--- src/rtl/avl_arbiter.sv ---
// Two-port arbiter: instruction fetch and data load/store share one single-outstanding Avalon bridge.
// Requests are latched, granted one at a time, and the bridge response is routed back to the winner.
module avl_arbiter #(
    parameter int unsigned PRIORITY_MODE = 0
) (
    input  logic        clock,
    input  logic        reset,
    input  logic        i_valid,
    input  logic [31:0] i_addr,
    output logic [31:0] i_rdata,
    output logic        i_ready,
    input  logic        d_valid,
    input  logic [31:0] d_addr,
    input  logic [31:0] d_wdata,
    input  logic [3:0]  d_wstrb,
    output logic [31:0] d_rdata,
    output logic        d_ready,
    output logic        avl_valid,
    output logic        avl_instr,
    output logic [31:0] avl_addr,
    output logic [31:0] avl_wdata,
    output logic [3:0]  avl_wstrb,
    input  logic [31:0] avl_rdata,
    input  logic        avl_ready
);

    typedef enum logic {StIdle, StBusy} state_t;

    state_t      r_state;
    state_t      w_state_next;

    logic        r_pend_i;
    logic        r_pend_d;
    logic [31:0] r_i_addr;
    logic [31:0] r_d_addr;
    logic [31:0] r_d_wdata;
    logic [3:0]  r_d_wstrb;
    logic        r_last_data;

    logic        r_avl_valid;
    logic        r_avl_instr;
    logic [31:0] r_avl_addr;
    logic [31:0] r_avl_wdata;
    logic [3:0]  r_avl_wstrb;

    logic        r_i_ready;
    logic        r_d_ready;
    logic [31:0] r_i_rdata;
    logic [31:0] r_d_rdata;

    logic        w_grant_i;
    logic        w_grant_d;
    logic        w_complete;
    logic        w_cap_i;
    logic        w_cap_d;

    always_comb begin
        w_state_next = r_state;
        w_grant_i    = 1'b0;
        w_grant_d    = 1'b0;
        w_complete   = 1'b0;
        case (r_state)
            StIdle: begin
                if (r_pend_i && r_pend_d) begin
                    // Round-robin hands the tie to whichever port did not win last time.
                    if (PRIORITY_MODE != 0 || !r_last_data) begin
                        w_grant_d = 1'b1;
                    end else begin
                        w_grant_i = 1'b1;
                    end
                end else if (r_pend_i) begin
                    w_grant_i = 1'b1;
                end else if (r_pend_d) begin
                    w_grant_d = 1'b1;
                end
                if (r_pend_i || r_pend_d) begin
                    w_state_next = StBusy;
                end
            end
            StBusy: begin
                if (avl_ready) begin
                    w_complete   = 1'b1;
                    w_state_next = StIdle;
                end
            end
        endcase
    end

    // A port with a pending or in-flight request ignores further valid pulses.
    assign w_cap_i = i_valid && !r_pend_i && !(r_state == StBusy && r_avl_instr);
    assign w_cap_d = d_valid && !r_pend_d && !(r_state == StBusy && !r_avl_instr);

    always_ff @(posedge clock) begin
        if (!reset) begin
            r_state <= StIdle;
        end else begin
            r_state <= w_state_next;
        end
    end

    always_ff @(posedge clock) begin
        if (!reset) begin
            r_pend_i  <= 1'b0;
            r_pend_d  <= 1'b0;
            r_i_addr  <= 32'd0;
            r_d_addr  <= 32'd0;
            r_d_wdata <= 32'd0;
            r_d_wstrb <= 4'd0;
        end else begin
            if (w_cap_i) begin
                r_pend_i <= 1'b1;
                r_i_addr <= i_addr;
            end else if (w_grant_i) begin
                r_pend_i <= 1'b0;
            end
            if (w_cap_d) begin
                r_pend_d  <= 1'b1;
                r_d_addr  <= d_addr;
                r_d_wdata <= d_wdata;
                r_d_wstrb <= d_wstrb;
            end else if (w_grant_d) begin
                r_pend_d <= 1'b0;
            end
        end
    end

    always_ff @(posedge clock) begin
        if (!reset) begin
            r_last_data <= 1'b1;
            r_avl_valid <= 1'b0;
            r_avl_instr <= 1'b0;
            r_avl_addr  <= 32'd0;
            r_avl_wdata <= 32'd0;
            r_avl_wstrb <= 4'd0;
        end else begin
            r_avl_valid <= 1'b0;
            if (w_grant_i) begin
                r_avl_valid <= 1'b1;
                r_avl_instr <= 1'b1;
                r_avl_addr  <= r_i_addr;
                r_avl_wdata <= 32'd0;
                r_avl_wstrb <= 4'd0;
                r_last_data <= 1'b0;
            end else if (w_grant_d) begin
                r_avl_valid <= 1'b1;
                r_avl_instr <= 1'b0;
                r_avl_addr  <= r_d_addr;
                r_avl_wdata <= r_d_wdata;
                r_avl_wstrb <= r_d_wstrb;
                r_last_data <= 1'b1;
            end else if (w_complete) begin
                r_avl_instr <= 1'b0;
                r_avl_addr  <= 32'd0;
                r_avl_wdata <= 32'd0;
                r_avl_wstrb <= 4'd0;
            end
        end
    end

    always_ff @(posedge clock) begin
        if (!reset) begin
            r_i_ready <= 1'b0;
            r_d_ready <= 1'b0;
            r_i_rdata <= 32'd0;
            r_d_rdata <= 32'd0;
        end else begin
            r_i_ready <= w_complete && r_avl_instr;
            r_d_ready <= w_complete && !r_avl_instr;
            r_i_rdata <= (w_complete && r_avl_instr) ? avl_rdata : 32'd0;
            // Stores complete with zero read data.
            r_d_rdata <= (w_complete && !r_avl_instr && r_avl_wstrb == 4'd0) ? avl_rdata : 32'd0;
        end
    end

    assign avl_valid = r_avl_valid;
    assign avl_instr = r_avl_instr;
    assign avl_addr  = r_avl_addr;
    assign avl_wdata = r_avl_wdata;
    assign avl_wstrb = r_avl_wstrb;
    assign i_ready   = r_i_ready;
    assign i_rdata   = r_i_rdata;
    assign d_ready   = r_d_ready;
    assign d_rdata   = r_d_rdata;

endmodule

--- config.mk ---
export PLATFORM = sky130hd
export DESIGN_NAME = avl_arbiter
export DESIGN_NICKNAME = d
export VERILOG_FILES = /design/src/rtl/avl_arbiter.sv
export SDC_FILE = /design/constraint.sdc
export NUM_CORES = 1
export LEC_CHECK = 0
export CORE_MARGIN = 1
export CORE_UTILIZATION = 35
export CTS_CLUSTER_SIZE = 40
export DETAILED_ROUTE_END_ITERATION = 10
export PLACE_DENSITY = 0.59
export SLEW_MARGIN = 20
export SYNTH_ARGS = -nofsm -noshare
export SYNTH_HDL_FRONTEND = slang
export SYNTH_SLANG_ARGS = --single-unit
--- constraint.sdc ---
create_clock -name clock -period 3.3 [get_ports clock]
set_input_delay 0.66 -clock clock [delete_from_list [all_inputs] [get_ports clock]]
set_output_delay 0.66 -clock clock [all_outputs]
set_load 0.05 [all_outputs]
==> results.cfg, run 1 <==
[power]
switching_share = 0.274
comb_power_share = 0.154
p_clk_frac = 0.407
switchingPower_mw = 1.99
power_density_mw_per_mm2 = 566
seqPwrFrac = 0.439
p_leak_nw = 4.40
power.internal_mw = 5.27
vdd_drop_max_uv = 390

[synthesis]
synth_compound_area_frac = 0.250
yosys.area_share.simple = 0.163
synthesis.area_sq_mm = 0.00907
muxShareOfSynthArea = 0
synth_xor_area_frac = 0
synth_edf_count = 0
avgSynthCellArea_sq_um = 9.74
syn-num-nets = 1068
synth_cell_type_count = 32
synth-async-reset-ratio = 0
synth-seq-cells = 240
synth_top_family_by_area = compound AO/OA/AOI/OAI gates
synth-main-ff-cell = dfxtp_1
seq_area_frac_synth = 0.530
synth_warnings = 0
synthCells = 931
synthAdderAreaFrac = 0

[route]
drtIter0Drc = 458
wl_per_cell_um = 19.7
vias = 8115
dr.pass1.iters = 5
ant_nets = 0
wirelength_um = 29300
drc = 0
viasPerCell = 5.46

[die]
coreArea_sq_mm = 0.0253
io_pins = 273
die_y_um = 163
die-width_um = 163
start_util = 0.358
die_area_sq_mm = 0.0266
num_rows = 58

[cts]
clock_path_buffers = 3
cts.sinks = 240
post_cts_buffers = 0
clk_latency_ns = 0.52
cts_resized = 0
cts_tree = built
hold_buffers = 0
root_buffer = clkbuf_16
cts_buffers = 26
htree_levels = 1
clk_pin_slew_worst_paths_ns = 0.06

[critical_path]
crit_start = avl_instr
critPathBufInv = 1
r2r_cells = 4
required_ns = 2.64
timing.rr.end = avl_addr[7]
crit_fanout = 6
critPathMaxStageDelay_ns = 0.92
endpoint = avl_instr
cp.arrival_ns = 1.93
regToRegSetupSlack_ns = 0.94
worst-path-stages = 1
cpLargestDelayFamily = buffers and inverters
cp-end-kind = output port
path_class = register to output port
crit_chain = clkdlybuf4s50_1
cpMaxStageDelayCell = clkdlybuf4s50_1
r2r-start = r_pend_d
cp-start-kind = register

[sta]
setup_viol = 0
rsz0062_at_grt = no
tns_ns = 0
finalMaxSlewViolations = 0
period_minus_slack_ns = 2.59
fin_skew_ns = 0.0142
worst-slew-pin-transition_ns = 0.960
fmax_ghz = 0.386
slew_headroom = 0.360
hold_viol = 0
fin_crit_sh = 0.785

[global_routing]
grt_antenna_before_repair = 0
grt_overflow = 0
grt_max_degree = 79
grt_pass1_vias = 7668
grt_pass1_wl_um = 44600
grt_usage = 0.212

[final_layout]
n_antenna_cell = 0
drive_gt1_frac = 0.0710
syn2layout_area_growth_pct = 41.4
nFillCells = 2355
nNetsFinal = 1275
final_cell_count_no_fill = 1485
multi_input_area_sq_mm = 0.00379
final_area_sq_mm = 0.0128
ff_latch_area_sq_mm = 0.00481

[placed_design]
place_area_sq_mm = 0.0119
place.gp.congestion = 0.747
dpl.hpwl_um = 18400
dp.cells = 1440
port_buffers = 272

[outcome]
status = completed

[job]
maxCapViolations = 0

[worst_hold_path]
hold_class = register to register
## layer usage
layer | up-vias | share of wire | track usage
li1 | 3902 | - | -
met1 | 3859 | 0.45 | 0.291
met2 | 323 | 0.46 | 0.343
met3 | 31 | 0.073 | 0.0387
met4 | 0 | 0.018 | 0.0523
met5 | - | 0 | 0
## worst min path at each step
stage,startpoint,to,slack [ns],depth (start not counted)
2_1_floorplan,r_d_wdata[0],avl_wdata[0],0.44,2
4_1_cts,avl_addr[26],avl_addr[26],0.47,1
3_3_place_gp,avl_addr[28],avl_addr[28],0.45,1
3_5_place_dp,avl_addr[26],avl_addr[26],0.45,1
6_report,avl_addr[6],avl_addr[6],0.46,1
5_1_grt,avl_addr[26],avl_addr[26],0.48,1
## power by group through the flow
| stage | clock [mW] | sequential (mW) | combinational (mW) |
|---|---|---|---|
| 2_1_floorplan | 0 | 3.30 | 0.603 |
| 3_3_place_gp | 0 | 3.24 | 1.11 |
| 3_5_place_dp | 0 | 3.25 | 1.12 |
| 4_1_cts | 3.02 | 3.18 | 1.12 |
| 5_1_grt | 3.15 | 3.20 | 1.19 |
| 6_report | 2.96 | 3.18 | 1.12 |
## layout by cell type, fill, tap and decap left out, types with 2 or more instances in the layout
master	instances
and2_1	65
clkinv_2	7
nand4b_1	68
o31ai_1	68
nand3_1	70
bufinv_16	2
o211ai_1	37
a21oi_1	140
a32oi_1	31
clkbuf_1	3
nor2_1	2
nand2_1	4
o2bb2ai_1	31
inv_1	2
dfxtp_2	2
dfxtp_1	237
nand2b_1	5
clkbuf_16	28
clkbuf_8	5
buf_4	21
o21ai_0	35
buf_12	2
clkdlybuf4s50_1	271
## kinds of logic after synthesis
| family | count (synthesis) |
|---|---|
| buf+inv | 120 |
| compound gates | 348 |
| flops | 240 |
| simple gates | 223 |
## registers in the layout, indices dropped and copies added, names as in the netlist, 4 cells and up
register / cells
r_d_wdata: 32
r_d_addr: 32
avl_addr: 32
avl_wdata: 32
r_d_wstrb: 4
d_rdata: 32
r_i_addr: 32
i_rdata: 32
avl_wstrb: 4
## final cells by class
cell class,instances,share of cell area
Sequential cell,240,0.375
Clock inverter,9,0.00761
Inverter,4,0.00127
Timing Repair Buffer,295,0.227
Clock buffer,36,0.0609
Tap cell,330,0.0322
Multi-Input combinational cell,571,0.295
## synthesized netlist by cell type (2+ instances only)
library cell  instances  area [sq um]
a21oi_1             140           701
nand4b_1             68           596
nand2b_1              6          37.5
a32oi_1              31           272
nor2b_1               3          18.8
clkbuf_2              3          15.0
nand3_1              70           350
o31ai_1              68           510
o21ai_0              35           175
buf_2                28           140
nand2_1               4          15.0
o211ai_1             37           278
clkbuf_1             71           267
buf_4                 8          60.1
nor2_1                3          11.3
and2_1               65           407
inv_1                 2          7.51
dfxtp_1             240          4800
buf_1                 6          22.5
o2bb2ai_1            31           272
## through the flow
stage	hold WS (ns)	power, mW	setup slack [ns]	util
floorplan	0.444	3.90	1.66	-
global placement	0.446	4.35	1.00	0.472
detailed placement	0.447	4.36	0.994	0.472
CTS	0.466	7.32	0.680	0.506
global route	0.477	7.54	0.677	0.506
finish	0.461	7.26	0.708	0.506
Power figures use the tool's default switching activity.
==> run 2, diff against run 1 <==
Settings changed: PLACE_DENSITY 0.59 to 0.62.
Clock period 3.3 ns to 2.1 ns, I/O delays scaled along.
==> run 2 against run 1 <==
  * Total power is 53% higher
  * Non-clock buffer count rose by 8
  * Die area unchanged
  * Core utilization is 0.16 points higher
  * Cell area rose by 0.32%
  * Routed wire length fell by 0.30%
  * Setup slack lost 0.66 ns
==> results.cfg, run 2 (same netlist as run 1, synthesis figures left out) <==
[global_routing]
grt_usage = 0.212
grt_max_degree = 70
grt_antenna_before_repair = 1
grt_pass1_wl_um = 44600
grt_pass1_vias = 7702
grt_overflow = 0

[critical_path]
crit_fanout = 1
cp-end-kind = output port
required_ns = 1.68
r2r-start = r_pend_d
critPathMaxStageDelay_ns = 0.79
timing.rr.end = avl_addr[30]
cpMaxStageDelayCell = clkdlybuf4s50_1
r2r_cells = 3
regToRegSetupSlack_ns = 0.26
cp.arrival_ns = 1.64
critPathBufInv = 1
cp-start-kind = register
path_class = register to output port
crit_chain = clkdlybuf4s50_1
cpLargestDelayFamily = buffers and inverters
crit_start = d_rdata[22]

[route]
viasPerCell = 5.55
wirelength_um = 29200
dr.pass1.iters = 4
drtIter0Drc = 602
drc = 0
vias = 8268
wl_per_cell_um = 19.6
ant_nets = 0

[cts]
clock_path_buffers = 3
clk_latency_ns = 0.53
post_cts_buffers = 0
cts_tree = built
clk_pin_slew_worst_paths_ns = 0.06
cts_resized = 59
htree_levels = 1
root_buffer = clkbuf_16
hold_buffers = 0
cts_buffers = 27
cts.sinks = 240

[worst_hold_path]
holdPathStages = 3
hold-path-endpoint = r_i_addr[13]
min_from = i_addr[13]
hold_class = input pin to register

[sta]
worst-slew-pin-transition_ns = 1.03
fmax_ghz = 0.486
rsz0062_at_grt = no
setup_viol = 0
hold_viol = 0
slew_headroom = 0.310
fin_skew_ns = 0.0219
finalMaxSlewViolations = 0
period_minus_slack_ns = 2.06
tns_ns = 0
fin_crit_sh = 0.979

[die]
die-width_um = 163
start_util = 0.358
die_area_sq_mm = 0.0266
die_y_um = 163
io_pins = 273
coreArea_sq_mm = 0.0253
num_rows = 58

[outcome]
status = completed

[power]
comb_power_share = 0.169
p_total_mw = 11.1
switchingPower_mw = 3.10
p_leak_nw = 5.08
seqPwrFrac = 0.446
power_density_mw_per_mm2 = 863
power.internal_mw = 8.00
vdd_drop_max_uv = 625
switching_share = 0.279
p_clk_frac = 0.384

[final_layout]
post-route-util = 0.508
syn2layout_area_growth_pct = 41.8
n_antenna_cell = 0
final_cell_mix = dfxtp_1, clkdlybuf4s50_1, a21oi_1
nNetsFinal = 1284
final_common_cell = dfxtp_1
drive_gt1_frac = 0.0776

[job]
maxCapViolations = 0

[placed_design]
port_buffers = 272
dpl.hpwl_um = 18400
place.gp.congestion = 0.767
run 2: layer usage:
metal  vias to the layer above  global-route usage  share of wire
met5                         -                   0        0.00045
met4                         2              0.0735          0.027
met3                        53              0.0397          0.075
met2                       370               0.343           0.46
met1                      3923               0.282           0.43
li1                       3920                   -              -
run 2: metrics by stage:
stage	std cells	setup slack, ns	hold slack [ns]	instance area, sq um
floorplan	931	0.508	0.444	9070
global placement	1448	0.294	0.445	12100
detailed placement	1448	0.254	0.448	12100
CTS	1490	0.00561	0.433	12800
global route	1490	0.00000833	0.456	12900
finish	1490	0.0440	0.450	12900
run 2: final cells by class:
cell class / instances / area [sq um]
clock inverters: 3 / 20.0
fillers: 2292 / 12500
multi-input cells: 571 / 3790
flip-flops and latches: 240 / 4810
well taps: 330 / 413
inverters: 4 / 16.3
clock buffers: 39 / 761
repair buffers: 303 / 3050
run 2: worst max path at each step:
stage | endpoint | cells past startpoint
floorplan | r_d_addr[0] | 6
global placement | avl_wdata[30] | 3
detailed placement | avl_wdata[27] | 3
CTS | avl_wdata[13] | 1
global route | i_rdata[8] | 1
finish | d_rdata[22] | 1
run 2: power groups by stage:
stage,clock (mW),combinational (mW),sequential [mW]
after floorplan,0,0.947,5.18
after global placement,0,1.88,5.05
after detailed placement,0,1.90,5.05
after CTS,4.37,1.88,4.95
after global routing,4.54,2.01,4.98
final,4.27,1.88,4.95
==> run 3, diff against run 2 <==
Settings changed: PLACE_DENSITY 0.62 to 0.68.
Clock period 2.1 ns to 2.6 ns, I/O delays scaled along.
==> run 3 against run 2 <==
  * Global-route usage decreased by 0.52 points
  * Flip-flop and latch count unchanged
  * Cell area increased by 0.37%
  * Register-to-register slack improved by 0.43 ns
  * Critical path depth unchanged
  * Die area unchanged
  * Count of clock-buffer cells in the layout decreased by 5
  * Via count decreased by 0.18%
  * Hold slack improved by 0.011 ns
  * Total power decreased by 14%
  * Clock skew decreased by 0.014 ns
  * Final cell count increased by 0.13%
  * Largest power group is now clock
==> results.cfg, run 3 (same netlist as run 1, synthesis figures left out) <==
[outcome]
status = completed

[global_routing]
grt_max_degree = 80
grt_antenna_before_repair = 2
grt_pass1_wl_um = 43800
grt_overflow = 0
grt_usage = 0.207
grt_pass1_vias = 7805

[critical_path]
r2r-start = r_pend_d
cpLargestDelayFamily = buffers and inverters
cp.arrival_ns = 1.91
path_class = register to output port
cp-start-kind = register
critPathBufInv = 1
critPathMaxStageDelay_ns = 0.91
crit_chain = clkdlybuf4s50_1
required_ns = 2.08
cp-end-kind = output port
crit_fanout = 6
crit_start = avl_instr
cpMaxStageDelayCell = clkdlybuf4s50_1

[power]
p_leak_nw = 4.43
vdd_drop_max_uv = 503
power.internal_mw = 6.98
comb_power_share = 0.151
switching_share = 0.265
p_clk_frac = 0.427
switchingPower_mw = 2.52
seqPwrFrac = 0.423
power_density_mw_per_mm2 = 737

[cts]
cts_buffers = 26
clock_path_buffers = 3
cts_resized = 0
clk_pin_slew_worst_paths_ns = 0.06
hold_buffers = 0
clk_latency_ns = 0.52
root_buffer = clkbuf_16
htree_levels = 1
post_cts_buffers = 0
cts.sinks = 240
cts_tree = built

[die]
die_y_um = 163
num_rows = 58
die-width_um = 163
coreArea_sq_mm = 0.0253
die_area_sq_mm = 0.0266
io_pins = 273
start_util = 0.358

[worst_hold_path]
min_from = r_d_wdata[7]
hold_class = register to register

[sta]
rsz0062_at_grt = no
hold_viol = 0
setup_viol = 0
fmax_ghz = 0.411
slew_headroom = 0.327
worst-slew-pin-transition_ns = 1.01
period_minus_slack_ns = 2.43
tns_ns = 0
fin_skew_ns = 0.00793
fin_crit_sh = 0.935
finalMaxSlewViolations = 0

[route]
drc = 0
viasPerCell = 5.53
ant_nets = 0
wirelength_um = 28500
wl_per_cell_um = 19.1
vias = 8253
dr.pass1.iters = 5
drtIter0Drc = 625

[final_layout]
final_cell_mix = clkdlybuf4s50_1, dfxtp_1, a21oi_1
final_area_sq_mm = 0.0129
syn2layout_area_growth_pct = 42.4
drive_gt1_frac = 0.0749
final_common_cell = clkdlybuf4s50_1
nFillCells = 2271
nNetsFinal = 1280

[placed_design]
dpl.hpwl_um = 18100
port_buffers = 272
place.gp.congestion = 0.791
place_area_sq_mm = 0.0120

[job]
maxCapViolations = 0
run 3: cell types whose count changed in the layout (fill, tap and decap cells not counted), moves of 4 or more:
cell             delta
clkbuf_1            -4
dlymetal6s2s_1     -19
clkdlybuf4s50_1    +86
clkinvlp_4          +4
bufinv_16           +6
buf_12             -12
dlygate4sd2_1      -59
run 3: metal layers:
layer,routed length (um),vias up,share of wire,track usage
met4,814,2,0.029,0.0650
li1,-,3925,-,-
met2,13200,334,0.46,0.340
met5,18,-,0.00063,0
met1,12400,3942,0.44,0.273
met3,2040,50,0.072,0.0390
run 3: cell type report:
class,instances,area (sq um),area share
antenna,1,2.50,0.000194
inverter,4,16.3,0.00126
sequential,240,4810,0.373
clock buffer,34,732,0.0567
clock inverter,12,220,0.0171
multi-input combinational,571,3790,0.293
tap,330,413,0.0320
timing repair buffer,300,2930,0.227
run 3: worst reg2reg max path, cell delays in order (launching register included):
cell,delay [ns]
dfxtp_4,0.51
nor2b_1,0.29
o21ai_4,0.81
a21oi_1,0.13
run 3: worst paths after layout:
| kind | cells after the start | end | slack [ns] |
|---|---|---|---|
| hold / removal | 2 | avl_wdata[7] | 0.46 |
| hold reg to reg | 2 | avl_wdata[7] | 0.46 |
| setup reg to reg | 3 | avl_wdata[2] | 0.69 |
| setup / recovery | 1 | avl_instr | 0.17 |
run 3: per-stage QoR:
stage	cells	setup slack, ns	total power [mW]	util	hold slack [ns]
6_report	1492	0.169	9.51	0.510	0.461
5_1_grt	1492	0.104	9.83	0.510	0.474
4_1_cts	1491	0.167	9.59	0.510	0.464
3_5_place_dp	1445	0.419	5.54	0.472	0.450
3_3_place_gp	1445	0.444	5.52	0.472	0.449
2_1_floorplan	931	1.01	4.95	-	0.444
run 3: power groups by stage:
stage          clock network, mW  registers [mW]  logic, mW
2_1_floorplan                  0            4.19      0.765
3_3_place_gp                   0            4.09       1.42
3_5_place_dp                   0            4.10       1.44
4_1_cts                     4.13            4.02       1.44
5_1_grt                     4.25            4.05       1.54
6_report                    4.06            4.02       1.43
